===== src/rtl/mux_8way_16_pkg.sv =====
// Shared widths and types for the registered 8-way 16-bit multiplexer.
// The one-hot helper is only consumed when MUX8WAY16_SEL_ONEHOT_EN is defined.
package mux8way16_pkg;

    localparam int DATA_W = 16;
    localparam int SEL_W  = 3;
    localparam int NUM_IN = 1 << SEL_W;

    typedef logic [DATA_W-1:0] word_t;
    typedef logic [SEL_W-1:0]  sel_t;
    typedef logic [NUM_IN-1:0] onehot_t;

    function automatic onehot_t sel_onehot(input sel_t sel);
        onehot_t oh;
        oh = '0;
        oh[sel] = 1'b1;
        return oh;
    endfunction

endpackage


===== src/rtl/mux_8way_16_mux2way16.sv =====
// Combinational 2:1 word mux; one node of the 8-way selection tree.
module mux2way16
    import mux8way16_pkg::*;
(
    input  word_t A,
    input  word_t B,
    input  logic  SEL,
    output word_t OUT
);

    assign OUT = SEL ? B : A;

endmodule


===== src/rtl/mux_8way_16.sv =====
// Registered 8-to-1 mux of 16-bit words built from a 7-node 2:1 tree.
// Optional registered one-hot select output: define MUX8WAY16_SEL_ONEHOT_EN.
// There is no handshake: OUT is a plain pipeline register updated every cycle.
module mux_8way_16
    import mux8way16_pkg::*;
(
    input  logic  CLK,
    input  logic  RST_N,
    input  word_t A,
    input  word_t B,
    input  word_t C,
    input  word_t D,
    input  word_t E,
    input  word_t F,
    input  word_t G,
    input  word_t H,
    input  sel_t  SEL,
`ifdef MUX8WAY16_SEL_ONEHOT_EN
    output onehot_t SEL_OH,
`endif
    output word_t OUT
);

    word_t ab, cd, ef, gh;
    word_t abcd, efgh;
    word_t next_word;

    // Leaves: SEL[0] chooses within each pair.
    mux2way16 u_leaf_ab (.A(A), .B(B), .SEL(SEL[0]), .OUT(ab));
    mux2way16 u_leaf_cd (.A(C), .B(D), .SEL(SEL[0]), .OUT(cd));
    mux2way16 u_leaf_ef (.A(E), .B(F), .SEL(SEL[0]), .OUT(ef));
    mux2way16 u_leaf_gh (.A(G), .B(H), .SEL(SEL[0]), .OUT(gh));

    // Middle: SEL[1] chooses between pair results; root: SEL[2] picks the half.
    mux2way16 u_mid_lo  (.A(ab),   .B(cd),   .SEL(SEL[1]), .OUT(abcd));
    mux2way16 u_mid_hi  (.A(ef),   .B(gh),   .SEL(SEL[1]), .OUT(efgh));
    mux2way16 u_root    (.A(abcd), .B(efgh), .SEL(SEL[2]), .OUT(next_word));

    always_ff @(posedge CLK or negedge RST_N) begin
        if (!RST_N) begin
            OUT <= '0;
        end else begin
            OUT <= next_word;
        end
    end

`ifdef MUX8WAY16_SEL_ONEHOT_EN
    always_ff @(posedge CLK or negedge RST_N) begin
        if (!RST_N) begin
            SEL_OH <= '0;
        end else begin
            SEL_OH <= sel_onehot(SEL);
        end
    end
`endif

endmodule


===== config.mk =====
export PLATFORM = sky130hd
export DESIGN_NAME = mux_8way_16
export DESIGN_NICKNAME = d
export VERILOG_FILES = /design/src/rtl/mux_8way_16_pkg.sv /design/src/rtl/mux_8way_16_mux2way16.sv /design/src/rtl/mux_8way_16.sv
export SDC_FILE = /design/constraint.sdc
export NUM_CORES = 1
export LEC_CHECK = 0
export ABC_AREA = 0
export ABC_CLOCK_PERIOD_IN_PS = 800
export CAP_MARGIN = 10
export CORE_MARGIN = 1.5
export CORE_UTILIZATION = 30
export CTS_BUF_LIST = sky130_fd_sc_hd__clkbuf_4
export CTS_CLUSTER_DIAMETER = 200
export DETAILED_ROUTE_END_ITERATION = 12
export HOLD_SLACK_MARGIN = 0.06
export PLACE_DENSITY = 0.88
export SLEW_MARGIN = 20
export SYNTH_ARGS = -nofsm -noshare
export SYNTH_HDL_FRONTEND = slang
export SYNTH_SLANG_ARGS = --single-unit

===== constraint.sdc =====
create_clock -name CLK -period 0.8 [get_ports CLK]
set_clock_uncertainty 0.1 [all_clocks]
set_input_delay 0.12 -clock CLK [delete_from_list [all_inputs] [get_ports CLK]]
set_output_delay 0.12 -clock CLK [all_outputs]
set_load 0.03 [all_outputs]

==> impl_results.md <==
- Congestion Overflow GR: 0
- Crit path from: SEL[0]
- Initial DRC count: 40
- Critical path launch point type: input port
- Layout cells sized above 1: 35.40%
- P&R area growth vs syn: 107.1%
- Placed inst area: between 0.002 and 0.003 mm²
- DRT Pass-1 Iters: 4
- Die X: between 70 and 80 µm
- CTS HTree Levels: 1
- Placed insts: 285
- Finished Core Util: 64.50%
- Number of flip-flops in the largest register: 16
- Reg with most FFs: OUT
- Initial antenna violation count: 0
- Class of the worst hold path: in -> async
- Worst Path Arrival: 1.18 ns
- Yosys reg bits: 16
- Placer Congestion: 0.6859
- Drt via density: 4.939
- Total core area: 0.004723 mm²
- Number of port buffers: ~150
- Unrepaired setup endpoints after global routing: true
- Least-Margin Pin Slew: 0.1421 ns
- Fillcell total: 413
- Top Ports: 149
- TritonCTS Sinks: 16
- Post-Route Setup TNS: -8.272 ns
- DR WL/cell: approximately 18 µm
- Most frequent cells in the layout: dlygate4sd2_1, mux4_2, dfrtp_1, mux2_4, buf_6
- Post-synthesis sequential area ratio: 27.21%
- Final Cell Area: 0.003047 mm²
- Setup violators final: 32
- Critical path fanouts, max: 7
- Post-Synthesis Cell Area: 0.001471 mm²
- Die area: 0.005334 mm²
- Largest net degree at the start of global routing: 17
- CTS buffer count: 3
- Status: finished with violations
- Total routed wirelength: around 5300 µm
- MaxCap Viol Count: 0
- Yosys Warn Count: 0
- Leakage power: between 0.001 and 0.0015 µW
- Count of different cell masters after synthesis: 8
- CP endpoint kind: flip-flop
- Worst EP required: 0.88 ns
- Final WS setup: -0.2916 ns
- Clk slew on worst S/H paths: around 0.10 ns
- Synth Area per Inst: 20.16 µm²
- DRC errors left: 0
- Tot Pwr: 3038 µW
- Antenna-violating nets left: 0
- Net Count, Synth: 206
- Fin. max-slew vios: 0
- Pwr per Cell Area: 997.2 mW/mm²
- Antenna cells: 0
- Final Hold Fails: 0
- Critical path, cell by cell: buf_12, buf_12, mux4_2, mux2_4
- Area of the multi-input gates: 960.9 µm²
- WS Path Type: in -> reg
- Crit-path most repeated cell: buf_12
- Total Routing Usage GR: 19.84%
- Placement Rows: 25
- Fmax: ~0.92 GHz
- CTS Buffer Depth: 2
- Starting Density: between 30% and 40%
- Commonest non-fill, non-tap cell in the layout: dlygate4sd2_1
- Min cycle time layout: between 1 and 1.5 ns
- CTS root buf: clkbuf_4
- Largest stage delay, worst path: just over 0.5 ns
- Number of global-route vias before repair: ~1600
- Vias: 1447
- Die H: 73.04 µm
- Part of the cycle the worst path needs: 136.5%
- CTS tree: done
- Area taken by flip-flops and latches: 400.4 µm²
- Worst rel slew slack: 90.52%
- Nets: around 360
- Failing checks: negative setup slack
- Global-route wire length before repair: 7783 µm
- Worst VDD drop: 0.4262 mV
- Worst-path cell with the longest stage delay: mux4_2
- Post-Syn Instances: 73
- Largest regs: OUT: 16 flops
- Final non-filler cell total: 293
[cells in the mapped netlist]
master	number	area [µm²]
dfrtp_1	16	400.4
clkbuf_2	1	5.000
clkbuf_1	2	7.510
mux4_2	4	90.09
mux4_1	28	735.7
buf_6	4	45.04
buf_1	2	7.510
mux2_2	16	180.2
[critical path, delay by kind of cell]
kind | cells | cell delay (ns)
buffers and inverters | 2 | 0.26
multiplexers | 2 | 0.79
[per-layer routing]
metal	track usage [%]	up-vias	part of all wire, %
li1	-	632	-
met1	23.96	702	38
met2	34.34	104	51
met3	5.110	9	10
met4	6.499	0	1.4
met5	0	-	0
[logic make-up after synthesis]
| kind of cell | after synthesis | synth area share (%) |
|---|---|---|
| buffers and inverters | 9 | 4.422 |
| DFF | 16 | 27.21 |
| muxes | 48 | 68.37 |
[stage by stage]
step / hold slack, ns / worst slack, ns
after floorplan: -0.2756 / -0.5165
after global placement: 0.3771 / -0.8853
after detailed placement: 0.3768 / -0.9079
after CTS: 0.04841 / -0.2829
after global routing: 0.04756 / -0.3030
final: 0.05986 / -0.2916
[timing repair]
item                                   4_1_cts  5_1_grt
pin swaps                                    0        0
buffers inserted                             1        0
resized for setup                          175        0
endpoints found under the hold margin       16       16
gates cloned                                 4        0
setup endpoints to repair                   32       32
[power by group]
| part | switching (µW) | internal, µW |
|---|---|---|
| Sequential | 55.8 | 911 |
| Clock | 279 | 175 |
| Combinational | 576 | 1040 |
| Total | 911 | 2130 |
[final cells by class]
class                   instances  share of cell area [%]
repair buffers                159                   51.83
multi-input cells              48                   31.54
well taps                      67                   2.752
clock buffers                   3                  0.7392
flip-flops and latches         16                   13.14
[worst max path at each step]
stage | endpoint | slack, ns
after detailed placement | OUT[2] | -0.91
after floorplan | OUT[0] | -0.52
final | OUT[0] | -0.29
after CTS | OUT[3] | -0.28
after global routing | OUT[11] | -0.30
after global placement | OUT[2] | -0.89
Note: power is estimated with default switching activity, not from simulation.
